**config.mk**
```make
export PLATFORM = sky130hd
export DESIGN_NAME = rv32i_fetch_queue_flat
export DESIGN_NICKNAME = d
export VERILOG_FILES = /design/src/rtl/rv32i_fetch_queue_pkg.sv /design/src/rtl/rv32i_fetch_queue_if.sv /design/src/rtl/rv32i_fq_ptrs.sv /design/src/rtl/rv32i_fetch_queue.sv /design/src/flat_wrapper.sv
export SDC_FILE = /design/constraint.sdc
export NUM_CORES = 1
export LEC_CHECK = 0
export CAP_MARGIN = 5
export CORE_ASPECT_RATIO = 2
export CORE_MARGIN = 10
export CORE_UTILIZATION = 55
export DETAILED_ROUTE_END_ITERATION = 10
export GPL_ROUTABILITY_DRIVEN = 0
export PLACE_DENSITY = 0.8
export SLEW_MARGIN = 20
export SYNTH_ARGS = -nofsm -noshare
export SYNTH_HDL_FRONTEND = slang
export SYNTH_SLANG_ARGS = --single-unit
```
**constraint.sdc**
```tcl
create_clock -name clk -period 10.95 [get_ports clk]
set_input_delay 1.095 -clock clk [delete_from_list [all_inputs] [get_ports clk]]
set_output_delay 1.095 -clock clk [all_outputs]
set_load 0.02 [all_outputs]
```
**src/rtl/rv32i_fetch_queue_pkg.sv**
```systemverilog
// Shared types and constants for the RV32I instruction fetch queue.
// One queue entry holds a fetch PC, its returned word and a completion flag.
package rv32i_pkg;

  localparam int XLEN = 32;
  localparam logic [31:0] RV32I_NOP = 32'h0000_0013;

  typedef struct packed {
    logic        done;
    logic [31:0] pc;
    logic [31:0] instr;
  } fq_entry_t;

  function automatic logic [31:0] word_align(input logic [31:0] addr);
    return {addr[31:2], 2'b00};
  endfunction

endpackage

```
**src/rtl/rv32i_fetch_queue_if.sv**
```systemverilog
// Instruction-memory read bus: request/grant on the way out, in-order data on the way back.
// The fetch queue is the master; the memory is the slave.
interface rv32i_fetch_queue_if #(parameter int WIDTH = 32);

  logic             req;
  logic [WIDTH-1:0] addr;
  logic             gnt;
  logic             rvalid;
  logic [WIDTH-1:0] rdata;

  modport master (output req, output addr, input gnt, input rvalid, input rdata);
  modport slave  (input req, input addr, output gnt, output rvalid, output rdata);

endinterface

```
**src/rtl/rv32i_fq_ptrs.sv**
```systemverilog
// Alloc/fill/read pointers, discard counter and fetch credit for the fetch queue.
// Pointers carry one extra wrap bit so full and empty are distinguishable.
module rv32i_fq_ptrs #(
  parameter int DEPTH = 4
) (
  input  logic                     clk,
  input  logic                     rst,
  input  logic                     i_pc_valid,
  input  logic                     i_gnt,
  input  logic                     i_rvalid,
  input  logic                     i_pop,
  input  logic                     i_flush,
  output logic                     o_req,
  output logic                     o_grant,
  output logic                     o_fill_en,
  output logic                     o_not_empty,
  output logic [$clog2(DEPTH)-1:0] o_alloc_idx,
  output logic [$clog2(DEPTH)-1:0] o_fill_idx,
  output logic [$clog2(DEPTH)-1:0] o_rd_idx
);

  localparam int PW = $clog2(DEPTH);
  localparam logic [PW+1:0] LP_DEPTH = (PW+2)'(DEPTH);

  logic [PW:0]   r_alloc;
  logic [PW:0]   r_fill;
  logic [PW:0]   r_rd;
  logic [PW:0]   r_discard;
  logic [PW:0]   w_occ;
  logic [PW:0]   w_pending;
  logic [PW:0]   w_discard_add;
  logic [PW+1:0] w_used;
  logic          w_eat;

  assign w_occ     = r_alloc - r_rd;
  assign w_pending = r_alloc - r_fill;
  assign w_used    = {1'b0, w_occ} + {1'b0, r_discard};

  // Held low while in reset so the bus is quiet regardless of i_pc_valid.
  assign o_req       = rst & i_pc_valid & (w_used < LP_DEPTH) & ~i_flush;
  assign o_grant     = o_req & i_gnt;
  assign o_fill_en   = i_rvalid & (r_discard == '0) & (w_pending != '0) & ~i_flush;
  assign o_not_empty = (w_occ != '0);
  assign o_alloc_idx = r_alloc[PW-1:0];
  assign o_fill_idx  = r_fill[PW-1:0];
  assign o_rd_idx    = r_rd[PW-1:0];

  // A returning word is swallowed if it belongs to an older flush, or to the
  // reads being flushed right now; discard + pending always tracks reads in flight.
  assign w_eat         = i_rvalid & ((r_discard != '0) | (i_flush & (w_pending != '0)));
  assign w_discard_add = i_flush ? w_pending : '0;

  always_ff @(posedge clk or negedge rst) begin
    if (!rst) begin
      r_alloc   <= '0;
      r_fill    <= '0;
      r_rd      <= '0;
      r_discard <= '0;
    end else begin
      r_discard <= r_discard + w_discard_add - (PW+1)'(w_eat);
      if (i_flush) begin
        r_alloc <= r_fill;
        r_rd    <= r_fill;
      end else begin
        r_alloc <= r_alloc + (PW+1)'(o_grant);
        r_fill  <= r_fill + (PW+1)'(o_fill_en);
        r_rd    <= r_rd + (PW+1)'(i_pop);
      end
    end
  end

  a_rvalid_has_owner: assert property (@(posedge clk) disable iff (!rst)
    i_rvalid |-> ((w_pending != '0) || (r_discard != '0)));

endmodule

```
**src/rtl/rv32i_fetch_queue.sv**
```systemverilog
// Fetch queue between the PC stage and decode: issues in-order imem reads,
// buffers returned words and hands {pc, instr} pairs to decode; flushable on redirect.
module rv32i_fetch_queue
  import rv32i_pkg::*;
#(
  parameter int WIDTH = 32,
  parameter int DEPTH = 4
) (
  input  logic                       clk,
  input  logic                       rst,
  input  logic [WIDTH-1:0]           i_pc,
  input  logic                       i_pc_valid,
  output logic                       o_pc_ready,
  rv32i_fetch_queue_if.master        imem,
  output logic                       o_instr_valid,
  output logic [WIDTH-1:0]           o_instr,
  output logic [WIDTH-1:0]           o_instr_pc,
  input  logic                       i_instr_ready,
  input  logic                       i_flush
);

  localparam int PW = $clog2(DEPTH);

  fq_entry_t     r_q [DEPTH];
  fq_entry_t     w_head;
  logic          w_req;
  logic          w_grant;
  logic          w_fill_en;
  logic          w_not_empty;
  logic          w_pop;
  logic [PW-1:0] w_alloc_idx;
  logic [PW-1:0] w_fill_idx;
  logic [PW-1:0] w_rd_idx;

  rv32i_fq_ptrs #(.DEPTH(DEPTH)) u_ptrs (
    .clk         (clk),
    .rst         (rst),
    .i_pc_valid  (i_pc_valid),
    .i_gnt       (imem.gnt),
    .i_rvalid    (imem.rvalid),
    .i_pop       (w_pop),
    .i_flush     (i_flush),
    .o_req       (w_req),
    .o_grant     (w_grant),
    .o_fill_en   (w_fill_en),
    .o_not_empty (w_not_empty),
    .o_alloc_idx (w_alloc_idx),
    .o_fill_idx  (w_fill_idx),
    .o_rd_idx    (w_rd_idx)
  );

  assign imem.req   = w_req;
  assign imem.addr  = word_align(i_pc);
  assign o_pc_ready = w_grant;

  // Stale done bits in freed slots are masked by the occupancy check.
  assign w_head        = r_q[w_rd_idx];
  assign o_instr_valid = w_not_empty & w_head.done & ~i_flush;
  assign w_pop         = o_instr_valid & i_instr_ready;
  assign o_instr       = o_instr_valid ? w_head.instr : RV32I_NOP;
  assign o_instr_pc    = o_instr_valid ? w_head.pc : '0;

  always_ff @(posedge clk or negedge rst) begin
    if (!rst) begin
      for (int i = 0; i < DEPTH; i++) begin
        r_q[i] <= '0;
      end
    end else if (i_flush) begin
      for (int i = 0; i < DEPTH; i++) begin
        r_q[i].done <= 1'b0;
      end
    end else begin
      if (w_grant) begin
        r_q[w_alloc_idx].pc   <= i_pc;
        r_q[w_alloc_idx].done <= 1'b0;
      end
      if (w_fill_en) begin
        r_q[w_fill_idx].instr <= imem.rdata;
        r_q[w_fill_idx].done  <= 1'b1;
      end
    end
  end

endmodule

```
**src/flat_wrapper.sv**
```systemverilog
// flat-port wrapper written by rule: the top's interface ports become plain ports
module rv32i_fetch_queue_flat import rv32i_pkg::*;
#(
  parameter int WIDTH = 32,
  parameter int DEPTH = 4
)
  (clk, rst, i_pc, i_pc_valid, o_pc_ready, o_instr_valid, o_instr, o_instr_pc, i_instr_ready, i_flush, imem_req, imem_addr, imem_gnt, imem_rvalid, imem_rdata);
  rv32i_fetch_queue_if #(.WIDTH(WIDTH)) imem_i ();
  input  logic clk;
  input  logic rst;
  input  logic [WIDTH-1:0] i_pc;
  input  logic i_pc_valid;
  output logic o_pc_ready;
  output logic o_instr_valid;
  output logic [WIDTH-1:0] o_instr;
  output logic [WIDTH-1:0] o_instr_pc;
  input  logic i_instr_ready;
  input  logic i_flush;
  output wire logic [$bits(imem_i.req)-1:0] imem_req;
  output wire logic [$bits(imem_i.addr)-1:0] imem_addr;
  input wire logic [$bits(imem_i.gnt)-1:0] imem_gnt;
  input wire logic [$bits(imem_i.rvalid)-1:0] imem_rvalid;
  input wire logic [$bits(imem_i.rdata)-1:0] imem_rdata;
  assign imem_req = imem_i.req;
  assign imem_addr = imem_i.addr;
  assign imem_i.gnt = imem_gnt;
  assign imem_i.rvalid = imem_rvalid;
  assign imem_i.rdata = imem_rdata;
  rv32i_fetch_queue #(.WIDTH(WIDTH), .DEPTH(DEPTH)) u_core (.clk(clk), .rst(rst), .i_pc(i_pc), .i_pc_valid(i_pc_valid), .o_pc_ready(o_pc_ready), .imem(imem_i), .o_instr_valid(o_instr_valid), .o_instr(o_instr), .o_instr_pc(o_instr_pc), .i_instr_ready(i_instr_ready), .i_flush(i_flush));
endmodule
```
==> flow_summary.json <==
{
  "finalCritPeriodShare_pct": 49.7,
  "post-place-ws_ps": 5980,
  "drt_iter0_markers": 394,
  "routed_wl_microns": 26700,
  "fill_cells": 1614,
  "layout-drive-gt1-share_pct": 39.2,
  "cp_num_buf_inv": 3,
  "clockBufferDepth": 3,
  "min_path_type": "in2async",
  "syn_inst": 827,
  "insertion_delay_ps": 530,
  "die-area_sq_um": 29900,
  "synth_cell_type_count": 37,
  "die_h_microns": 235,
  "grt_usage_pct": 18.1,
  "via_per_inst": 5.77,
  "final_max_slew_viol_count": 0,
  "ctsHoldBuffers": 0,
  "synthTopCellsByArea": "dfrtp_1 54%, mux2_2 23%, mux4_2 12%, nor2b_1 3.0%, buf_4 1.9%",
  "synth_area_sq_um": 12700,
  "cts-resized-gates": 0,
  "synth-seq-area-share_pct": 53.7,
  "final.setup_skew_ps": 13.4,
  "cts-root-buf": "clkbuf_16",
  "p_total_uw": 3210,
  "period_minus_slack_ps": 5440,
  "start_util_pct": 55.7,
  "crit_start": "u_core.u_ptrs.r_rd[0]",
  "slowest_delay_ps": 800,
  "utilization_pct": 66.6,
  "max_cap_viol_count": 0,
  "end_kind": "output pin",
  "syn2layout_area_growth_pct": 19.5,
  "status": "completed",
  "async_reset_ff_share_pct": 100,
  "antenna_found_initial": 0,
  "std_cell_rows": 78,
  "clock.fmax_ghz": 0.184,
  "grt_max_degree": 75,
  "power_density_nw_per_um2": 212,
  "dp_hpwl_microns": 18000,
  "ios": 170,
  "ant_nets": 0,
  "first_pass_iters": 4,
  "setup_viol": 0,
  "maxSlewHeadroom_pct": 27.9,
  "wl_per_cell_microns": 21.4,
  "grt_pass1_wl_microns": 43800,
  "ys_ff_latch": 272,
  "r2r-start": "u_core.u_ptrs.r_rd[0]",
  "drcViolationCount": 0,
  "synth_top_area_share_pct": 53.7,
  "irDropWorstVdd_uv": 164,
  "cts_setup_buffers": 0,
  "tightest_slew_ps": 1080,
  "crit_type": "reg2out",
  "core_area_sq_um": 22700,
  "synth_edf_count": 0,
  "yosysTopAreaCell": "dfrtp_1",
  "yosys-top-cells-count": "272 x dfrtp_1, 255 x mux2_2, 65 x mux4_2, 61 x nor2b_1, 32 x buf_4",
  "diodes": 0,
  "syn_avg_cell_area_sq_um": 15.3,
  "chipWidth_microns": 127,
  "final_nets": 1041,
  "path_clk_slew_ps": 70,
  "cts_max_level": 1,
  "clock_sinks": 272,
  "fin_setup_tns_ps": 0,
  "finalHoldViolations": 0,
  "overflow": 0,
  "cts_buffers": 24,
  "setup_slack_ps": 5510,
  "required_ps": 9860,
  "path_cells": "ha_1, inv_1, fa_1, xor2_1, xnor2_1, ha_1, nor4_1, o2111ai_1, inv_1, clkdlybuf4s50_1",
  "path_delay_family": "adder cells",
  "ys_warn_count": 0,
  "synth_flop_cell": "dfrtp_1",
  "cp_slowest_cell": "dfrtp_4",
  "start_kind": "flop",
  "synth.most_common_cell": "dfrtp_1",
  "route.vias.total": 7208,
  "rsz0062_at_grt": "no",
  "crit_path_max_fanout": 28,
  "whs_ps": 478,
  "arrival_ps": 4350,
  "leakage_uw": 0.00689,
  "cts_tree": "built",
  "grt_pass1_vias": 8104,
  "port_buffers": 167
}
[cells by family (layout without fill, tap and decap cells)]
kind of cell    after synthesis  count (layout)  share of synthesized area (%)
xor+xnor                      9               9                          0.731
other cells                   1               2                         0.0296
simple gates                 88              88                           4.15
compound gates               22              22                           1.22
fa+ha+maj                    16              16                           1.76
buf+inv                      98             240                           4.08
flops                       272             272                           53.7
mux                         321             321                           34.3
[layout by cell type, fill, tap and decap left out, types with 2 or more instances in the layout]
master | Yosys | routed
a21oi_1 | 6 | 6
buf_4 | 32 | 12
clkbuf_1 | 16 | 7
clkbuf_16 | 0 | 25
clkbuf_8 | 0 | 4
clkdlybuf4s50_1 | 0 | 166
clkinv_2 | 0 | 5
conb_1 | 1 | 2
dfrtp_1 | 272 | 270
dfrtp_4 | 0 | 2
fa_1 | 3 | 3
ha_1 | 13 | 13
inv_1 | 19 | 19
mux2_2 | 255 | 255
mux4_2 | 65 | 65
nand2_1 | 6 | 5
nand2b_1 | 3 | 3
nor2_1 | 5 | 4
nor2b_1 | 61 | 61
nor3_2 | 0 | 2
o21ai_0 | 7 | 7
o31ai_1 | 3 | 3
or2_2 | 3 | 3
or3_1 | 2 | 2
xnor2_1 | 6 | 6
xor2_1 | 2 | 2
[state kept, by name, summed over array words and instances (netlist names)]
| name | flops |
|---|---|
| u_core.u_ptrs.r_discard | 3 |
| u_core.r_q | 260 |
| u_core.u_ptrs.r_fill | 3 |
| u_core.u_ptrs.r_rd | 3 |
| u_core.u_ptrs.r_alloc | 3 |
[final cells by class]
type	count	area [sq um]	area share (%)
clock buffer	36	707	4.67
clock inverter	6	55.1	0.364
inverter	19	71.3	0.471
multi-input combinational	458	5380	35.5
sequential	272	6810	45.0
tap	280	350	2.31
timing repair buffer	179	1770	11.7
[per-stage QoR]
stage,instance area [sq um],instances
after floorplan,12700,828
after global placement,14400,1208
after detailed placement,14400,1208
after CTS,15100,1250
after global routing,15100,1250
final,15100,1250
[path summary, 6_finish.rpt]
kind                                   end  slack, ps  cells after the start
setup / recovery                o_pc_ready       5510                     10
max in group asynchronous  u_core.r_q[117]       8280                      3
min in group clk           u_core.r_q[233]        490                      1
hold / removal             u_core.r_q[221]        480                      1
setup reg to reg            u_core.r_q[55]       6390                     10
hold reg to reg            u_core.r_q[233]        490                      1
[metal layers]
metal	wire, microns	part of all wire (%)	global-route usage (%)
met4	586	2.2	5.53
met5	0	0	0
met1	9990	37	19.7
met2	15000	56	33.9
met3	1140	4.3	3.29
[power breakdown]
group | leakage [uW] | switching, uW | total, uW | internal (uW)
clock | 0.000379 | 356 | 824 | 468
sequential | 0.00369 | 188 | 1480 | 1290
combinational | 0.00282 | 339 | 913 | 573
No activity file was read; power rests on OpenSTA's default activity.
